==> src/rtl/resp_packet_tx.sv <==
// Return-path packet transmitter: buffers one byte response per port, arbitrates
// round-robin and emits 13-bit even-parity packets on a valid/ready link.
module resp_packet_tx #(
    parameter int CNT_W = 16
) (
    input  logic             clk,
    input  logic             rst,
    input  logic [3:0]       in_valid,
    output logic [3:0]       in_ready,
    input  logic [7:0]       in_type,
    input  logic [31:0]      in_data,
    output logic [12:0]      packet,
    output logic             valid,
    input  logic             ready,
    output logic [CNT_W-1:0] tx_count
);

    logic [3:0] full;
    logic [1:0] type_q [4];
    logic [7:0] data_q [4];
    logic [1:0] rr_ptr;

    logic        can_load;
    logic        grant_found;
    logic [1:0]  grant_idx;
    logic [1:0]  search_idx;
    logic [11:0] grant_body;
    logic [12:0] grant_packet;

    // in_ready depends only on registered state and reset, never on in_valid.
    assign in_ready = {4{rst}} & ~full;
    assign can_load = ~valid | ready;

    always_comb begin
        grant_found = 1'b0;
        grant_idx   = 2'd0;
        search_idx  = 2'd0;
        for (int k = 0; k < 4; k++) begin
            search_idx = rr_ptr + 2'(k);
            if (!grant_found && full[search_idx]) begin
                grant_found = 1'b1;
                grant_idx   = search_idx;
            end
        end
    end

    assign grant_body   = {data_q[grant_idx], type_q[grant_idx], grant_idx};
    assign grant_packet = {^grant_body, grant_body};

    always_ff @(posedge clk or negedge rst) begin
        if (!rst) begin
            full     <= 4'h0;
            rr_ptr   <= 2'd0;
            packet   <= 13'h0;
            valid    <= 1'b0;
            tx_count <= '0;
            for (int i = 0; i < 4; i++) begin
                type_q[i] <= 2'd0;
                data_q[i] <= 8'd0;
            end
        end else begin
            if (valid && ready) begin
                tx_count <= tx_count + CNT_W'(1);
            end

            if (can_load) begin
                if (grant_found) begin
                    packet <= grant_packet;
                    valid  <= 1'b1;
                    rr_ptr <= grant_idx + 2'd1;
                end else begin
                    valid  <= 1'b0;
                end
            end

            // A granted slot has in_ready low, so load and clear never collide.
            for (int i = 0; i < 4; i++) begin
                if (in_valid[i] && in_ready[i]) begin
                    full[i]   <= 1'b1;
                    type_q[i] <= in_type[2*i +: 2];
                    data_q[i] <= in_data[8*i +: 8];
                end else if (can_load && grant_found && grant_idx == 2'(i)) begin
                    full[i]   <= 1'b0;
                end
            end
        end
    end

endmodule

==> config.mk <==
export PLATFORM = sky130hd
export DESIGN_NAME = resp_packet_tx
export DESIGN_NICKNAME = d
export VERILOG_FILES = /design/src/rtl/resp_packet_tx.sv
export SDC_FILE = /design/constraint.sdc
export NUM_CORES = 1
export LEC_CHECK = 0
export ABC_AREA = 1
export BUFFER_PORTS_ARGS = -buffer_cell sky130_fd_sc_hd__buf_4
export CORE_ASPECT_RATIO = 1.5
export CORE_MARGIN = 2
export CORE_UTILIZATION = 60
export DETAILED_ROUTE_END_ITERATION = 12
export PLACE_DENSITY = 0.86
export SYNTH_ARGS = -nofsm -noshare
export SYNTH_HDL_FRONTEND = slang
export SYNTH_SLANG_ARGS = --single-unit
export TNS_END_PERCENT = 10
==> constraint.sdc <==
create_clock -name clk -period 3.4 [get_ports clk]
set_input_delay 1.02 -clock clk [delete_from_list [all_inputs] [get_ports clk]]
set_output_delay 1.02 -clock clk [all_outputs]
set_load 0.005 [all_outputs]
Yosys cells after proc, flatten, opt, wreduce, memory -nomap -nowiden --
Cells that the tools add are included.
Operators by class: add/sub/neg operators 5, magnitude comparators 5, equality and inequality tests 3, multiplexer cells 31, bitwise logic cells 5, reductions and logical operators 23
Operators with widths (number):
- 1-bit 2-to-1 mux | 17
- 16-bit by 1-bit adder with 16-bit output, second input constant | 1
- 8-bit binary-select mux with 2-bit select | 1
- 8-bit 2-to-1 mux | 2
- 1-bit logical AND | 13
- 2-bit by 3-bit less-than comparator with 1-bit output, second input constant | 4
- 2-bit 2-to-1 mux | 6
- 12-bit XOR reduction | 1
- 1-bit binary-select mux with 2-bit select | 4
- 2-bit nonzero test | 4
- 2-bit by 1-bit adder with 2-bit output, second input constant | 2
- 2-bit adder, second input constant | 2
- 4-bit bitwise AND | 1
- 2-bit binary-select mux with 2-bit select | 1
- 2-bit equality test, second input constant | 2
- 4-bit NOT | 1
- 3-bit greater-or-equal comparator, second input constant | 1
- 1-bit zero test | 3
- 2-bit NOT with 3-bit output | 1
- 2-bit by 1-bit equality test with 1-bit output, second input constant | 1
- 2-bit zero test | 1
- 2-bit AND reduction | 1
- 1-bit NOT | 1
- 1-bit OR | 1
Word-level totals: flip-flop bits (word level) 76, input port bits 47

Logic depth before layout (Yosys ltp) --
Gate-level depths: netlist (run 1).
word-level depth 17, gate-level depth with buffers 24

Worst setup path after synthesis (run 1) --
No wires, ideal clock.
path kind input-to-reg, from input ready, to register tx_count[14], arrival 2414 ps, required time 3321 ps, slack 906 ps, stages 8, cell sequence nand2_1 -> nor2_1 -> nand3_1 -> nor3b_1 -> nand3_1 -> or2_2 -> nor3_1 -> xor2_1
Between the ends: word-level cells in the longest chain between the ends 1
RTL lines:
- start, declared | line 14 | input logic ready,
- 1-bit logical AND | line 62 | if (valid && ready) begin
- end signal, assigned | line 63 | tx_count <= tx_count + CNT_W'(1);
- end, declared | line 15 | output logic [CNT_W-1:0] tx_count
Every way passes these cells. A chain may end at the register's enable or synchronous reset.

Worst setup path in the final report (run 1) --
from register rr_ptr[0], to register packet[12]
Between the ends: word-level cells in the longest chain between the ends 17, elaborated cells on any way between the ends 34, those cells by class 3 x add/sub; 22 x mux; 1 x bitwise; 8 x reduce/logical
RTL lines:
- start, declared | line 21 | logic [1:0] rr_ptr;
- start signal, assigned | line 70 | rr_ptr <= grant_idx + 2'd1;
- parallel branches: the longest is 17 deep, another holds 2-bit by 1-bit adder with 2-bit output
- end signal, assigned | line 68 | packet <= grant_packet;
- end, declared | line 12 | output logic [12:0] packet,
Several ways; the timed one is not identified. The select of a mux whose other input is x is not followed.

==> results.txt, run 1 <==
Starting utilization of the core area - 61.08%
Highest routed metal layer - met4
Wire length after detailed routing - 9812 µm
Leftover overflow at the end of global routing - 0
Gate Count Post-Synth - 480
Gpl congestion - 0.9393
Post-CTS Hold Buffers - 0
Critical path capture point type - register
First-pass GRT wire length - 16530 µm
CP Cell Sequence - inv_2 -> nand2_1 -> nand2_4 -> nand2_1 -> nand2_2 -> a21oi_2 -> nand2_2 -> nand2_4 -> nand2_1 -> nand3_1 -> nand2_1 -> nand2_1 -> nand2_1 -> inv_1 -> nand2_1 -> nand2_1 -> nand2_1 -> nand2_1 -> nand2_1 -> nand3_1 -> nand2_1
Total negative setup slack - 0 ps
Core Box Area - 6805 µm²
Antenna diode instance count - 0
Hold WC Path Type - register to register
H-tree Lvls - 3
Number of hold violations in the final report - 0
Clock Tree Buf Depth - 2
Critical-path top delay cell - dfrtp_1
Number of buffers created by CTS - 9
Kind of cell adding the most delay to the critical path - simple AND/OR/NAND/NOR gates
Net count, final - 609
Count of state elements after synthesis - 76
Resized cells post-CTS - 0
Most frequent cell on the critical path - nand2_1
Most used cells in the layout excluding fill and tap cells - 167 x nand2_1, 82 x buf_4, 76 x dfrtp_1, 47 x nand3_1
Overall Global Routing Usage - 28.34%
Initial antenna violation count - 0
Std-Cell Rows - 37
Total via count after detailed routing - 3554
Via/cell ratio - 5.571
Port Buffer Count - 80
Initial DRC count - 166
Synth unique cells - 30
Delay of the slowest critical-path stage - 610 ps
Cell area after synthesis - 4156 µm²
Final setup viols - 0
Largest fanout on the critical path - 28
Number of global-route vias before repair - 3760
Critical setup path kind - register to register
Cell chosen for the clock root - clkbuf_8
Final ANT Viol Nets - 0
Number of top-level design ports - 81
Chip Width - 71.96 µm
Outcome - finished clean
WP data arrival - 3340 ps
Most common cell after layout, fill and taps aside - nand2_1
Worst Tran Pin Value - 930.9 ps
DIE AREA - 7623 µm²
Share of final-layout standard cells stronger than drive strength 1 - 30.54%
Post-layout min period - 3089 ps
Setup crit start kind - register
DP Wirelength - 7387 µm
Clock slew seen by the registers of the worst setup and hold paths - 70 ps
Largest net degree at the start of global routing - 77
Max transition margin - 37.94%
Worst clock skew - 5.837 ps
Sequential cell area fraction in the yosys report - 45.76%
Met2 routed WL - 5220 µm
Total number of yosys warnings - 0
Wire length per cell - 15.38 µm
Setup Buffers After CTS - 0
Worst Path Required - 3660 ps
Final-report max-slew violation count - 0
Die span in y - 105.9 µm
RSZ-0062 raised after global routing - no
Wire length on met1 - 3554 µm
Routed met3 length - 451 µm
Number of buffer and inverter instances along the worst setup path - 2
Reg2Reg Setup Slack - 310 ps
Portion of the clock cycle consumed by the worst path in the final layout - 90.86%
Clock insertion delay at the later pin of the skew report - 360 ps
Mean post-synth cell area - 8.659 µm²
Area Overhead vs Synth - 18.36%
First-pass detailed-route iteration total - 4
Highest Clock Rate - 0.3237 GHz
# Max-Cap Violations - 0
Final routed DRC violation total - 0
Number of sinks handled by clock tree synthesis - 76
Nets in the synthesized netlist - 532
TritonCTS clock tree - built
-- cell type report --
cell class,count,area [µm²]
Inverter,39,146.4
Multi-Input combinational cell,349,1968
Tap cell,78,97.59
Sequential cell,76,1902
Fill cell,515,1886
Clock inverter,2,35.03
Clock buffer,12,155.1
Timing Repair Buffer,82,615.6
-- logic make-up after synthesis --
family                     count (synthesis)  share of synthesized area, %
adders and majority gates                  5                         1.505
buffers and inverters                     55                         6.894
AOI/OAI and AO/OA                         26                         3.462
DFF                                       76                         45.76
xor gates and xnor gates                  15                         3.161
muxes                                     32                         8.670
and+or+nand+nor                          271                         30.55
-- worst register-to-register path: cells and delay by family (launching register included) --
kind	cells	cell delay, ps
simple gates	18	1940
compound gates	1	160
flops	1	610
buf+inv	2	260
-- synthesized netlist by cell type --
library cell,number,area (µm²)
nand2_1,167,626.9
dfrtp_1,76,1902
nand3_1,47,235.2
inv_1,32,120.1
mux2_2,32,360.4
o21ai_0,14,70.07
nor2_1,13,48.80
nand2_2,12,75.07
nand3_2,12,120.1
xor2_1,9,78.83
a21oi_1,8,40.04
clkbuf_1,7,26.28
inv_2,7,26.28
xnor2_1,6,52.55
buf_6,5,56.30
ha_1,5,62.56
nor3_1,5,25.02
nand2_4,4,45.04
nand4_1,4,25.02
a21oi_2,2,17.52
buf_8,2,30.03
nor2_2,2,12.51
nor2_4,2,22.52
a21boi_1,1,7.510
buf_12,1,20.02
buf_4,1,7.510
nor2_8,1,20.02
nor3b_1,1,7.510
o21ai_2,1,8.760
or2_2,1,6.260
-- metal layers --
metal	GRT usage [%]	vias up
met5	0	-
met2	49.93	110
met4	17.52	0
met3	6.540	48
li1	-	1687
met1	29.74	1709
-- worst paths after layout --
path	start	to	cells after the start
max	rr_ptr[0]	packet[12]	21
min	packet[2]	packet[2]	2
max reg2reg	rr_ptr[0]	packet[12]	21
min reg2reg	packet[2]	packet[2]	2
max in group asynchronous	rst	data_q[13]	2
min in group asynchronous	rst	data_q[19]	2
-- registers in the layout (all words and copies together) (netlist names) --
| signal | cells |
|---|---|
| data_q | 32 |
| tx_count | 16 |
| packet | 13 |
| type_q | 8 |
| full | 4 |
| rr_ptr | 2 |
| valid | 1 |
-- through the flow --
stage | util [%] | setup slack, ps | area (µm²) | hold slack, ps | cells
floorplan | - | 906.4 | 4156 | 468.2 | 480
finish | 72.29 | 310.8 | 4920 | 485.1 | 638
CTS | 72.29 | 373.7 | 4920 | 492.0 | 638
detailed placement | 69.50 | 366.6 | 4730 | 475.0 | 624
global route | 72.29 | 12.14 | 4920 | 508.1 | 638
global placement | 69.50 | 529.6 | 4730 | 466.6 | 624
Power of run 1 is left out: the tool's default activity adds up to more than one toggle a clock period on the data nets, which glitch-free logic cannot reach.
==> run 2: changes to the inputs <==
BUFFER_PORTS_ARGS = not set   (was -buffer_cell sky130_fd_sc_hd__buf_4)
CORE_UTILIZATION = 65   (was 60)
DONT_BUFFER_PORTS = 1   (was not set)
PLACE_DENSITY = 0.81   (was 0.86)
==> results.txt, run 2 (synthesis results as in run 1) <==
Number of hold violations in the final report - 0 (unchanged)
Initial antenna violation count - 1 (+1)
Post-CTS Hold Buffers - 0 (unchanged)
Max FFs per register - 32 (unchanged)
Hold WC Path Type - input port to async pin
Worst Tran Pin Value - 615.7 ps (-315.2 ps)
Core Box Area - 6175 µm² (-9.3%)
Number of global-route vias before repair - 3139 (-17%)
RSZ-0062 raised after global routing - no
Reg2Reg Setup Slack - 400 ps (+90 ps)
Port Buffer Count - 0 (-100%)
Capture instance of the worst register-to-register path - packet[12]
Number of top-level design ports - 81 (unchanged)
Final ANT Viol Nets - 0 (unchanged)
Largest Register - data_q
Net count, final - 529 (-13%)
Final setup viols - 0 (unchanged)
Critical-path top delay cell - dfrtp_1
TritonCTS clock tree - built
Total via count after detailed routing - 3165 (-11%)
Number of fillers in the final layout - 486 (-5.6%)
Chip Width - 69.29 µm (-3.7%)
Final routed DRC violation total - 0 (unchanged)
Initial DRC count - 165 (-0.60%)
Critical path capture point type - register
Worst clock skew - 7.120 ps (+1.282 ps)
Origin of the critical flop-to-flop path - rr_ptr[0]
Worst Path Required - 3640 ps (-20 ps)
Largest fanout on the critical path - 28 (unchanged)
Biggest registers after layout - data_q x32, tx_count x16, packet x13
Outcome - finished clean
Number of sinks handled by clock tree synthesis - 76 (unchanged)
Largest net degree at the start of global routing - 78 (+1.3%)
Wire length after detailed routing - 9125 µm (-7.0%)
First-pass detailed-route iteration total - 4 (unchanged)
Cell count of the worst reg-to-reg path - 18 (-14%)
Gpl congestion - 0.8904 (-5.2%)
Clock slew seen by the registers of the worst setup and hold paths - 80 ps (about the same)
Share of final-layout standard cells stronger than drive strength 1 - 19.50% (-11 points)
Clock Tree Buf Depth - 2 (unchanged)
Setup Buffers After CTS - 0 (unchanged)
Clock insertion delay at the later pin of the skew report - 350 ps (about the same)
DP Wirelength - 6789 µm (-8.1%)
Portion of the clock cycle consumed by the worst path in the final layout - 88.23% (-2.6 points)
Most common cell after layout, fill and taps aside - nand2_1
Delay of the slowest critical-path stage - 620 ps (about the same)
Number of buffers created by CTS - 9 (unchanged)
Highest Clock Rate - 0.3334 GHz (+3.0%)
CP Cell Sequence - inv_2 -> nand2_1 -> nand3_1 -> nand2_2 -> inv_2 -> a21oi_2 -> nand2_4 -> nand2_4 -> inv_2 -> ha_1 -> inv_1 -> nand3_1 -> nand2_1 -> nand2_1 -> nand2_1 -> nand3_1 -> nand3_1 -> nand2_1
# Max-Cap Violations - 0 (unchanged)
Resized cells post-CTS - 0 (unchanged)
Starting utilization of the core area - 67.32% (+6.2 points)
Area Overhead vs Synth - 4.937%
Total negative setup slack - 0 ps (unchanged)
Final-report max-slew violation count - 0 (unchanged)
Cell chosen for the clock root - clkbuf_8
Most frequent cell on the critical path - nand2_1
First-pass GRT wire length - 14840 µm (-10%)
Die span in y - 101.9 µm (-3.8%)
Most used cells in the layout excluding fill and tap cells - 167 x nand2_1, 76 x dfrtp_1, 47 x nand3_1, 32 x inv_1, 32 x mux2_2
Max transition margin - 58.86% (+21 points)
Std-Cell Rows - 35 (-5.4%)
DIE AREA - 7063 µm² (-7.3%)
Wire length per cell - 16.38 µm (+6.5%)
Critical setup path kind - register to register
Leftover overflow at the end of global routing - 0 (unchanged)
Setup crit start kind - register
Via/cell ratio - 5.682 (+2.0%)
H-tree Lvls - 3 (unchanged)
Post-layout min period - 3000 ps (-89.48 ps)
Overall Global Routing Usage - 27.36% (-0.98 points)
WP data arrival - 3240 ps (-100 ps)
## run 2: per-stage QoR
step	hold slack, ps	instance area [µm²]	setup slack [ps]	utilization [%]	std cells
floorplan	468.2	4156	906.4	-	480
global placement	489.3	4124	572.2	66.79	540
detailed placement	490.8	4124	434.7	66.79	540
CTS	343.3	4359	412.6	70.60	556
global route	332.4	4362	159.7	70.64	557
finish	354.0	4362	400.3	70.64	557
## run 2: per-layer routing
| metal | wire length [µm] | global-route usage [%] |
|---|---|---|
| met2 | 4682 | 46.60 |
| met5 | 0 | 0 |
| met1 | 3525 | 30.77 |
| met3 | 516 | 7.298 |
| met4 | 401 | 16.89 |
## run 2: cell type report
class                           count  area, µm²  area share (%)
Timing Repair Buffer                2      15.01          0.3442
Inverter                           39      146.4           3.356
Clock inverter                      5      83.83           1.922
Clock buffer                       11      151.4           3.471
Multi-Input combinational cell    349       1968           45.12
Tap cell                           74      92.59           2.123
Antenna cell                        1      2.502         0.05737
Sequential cell                    76       1902           43.60
## run 2: worst max path at each step
| stage | startpoint | end | cells after the start |
|---|---|---|---|
| finish | rr_ptr[0] | packet[12] | 18 |
| floorplan | ready | tx_count[14] | 8 |
| detailed placement | rr_ptr[0] | packet[12] | 18 |
| global route | rr_ptr[0] | packet[12] | 18 |
| global placement | rr_ptr[0] | packet[12] | 18 |
| CTS | rr_ptr[0] | packet[12] | 18 |
## run 2: critical path: cells and delay by family (launching register included)
family | cells | cell delay [ps]
compound gates | 1 | 170
flops | 1 | 620
simple gates | 12 | 1370
buf+inv | 4 | 400
fa+ha+maj | 1 | 320
Power of run 2 is left out for the same reason.
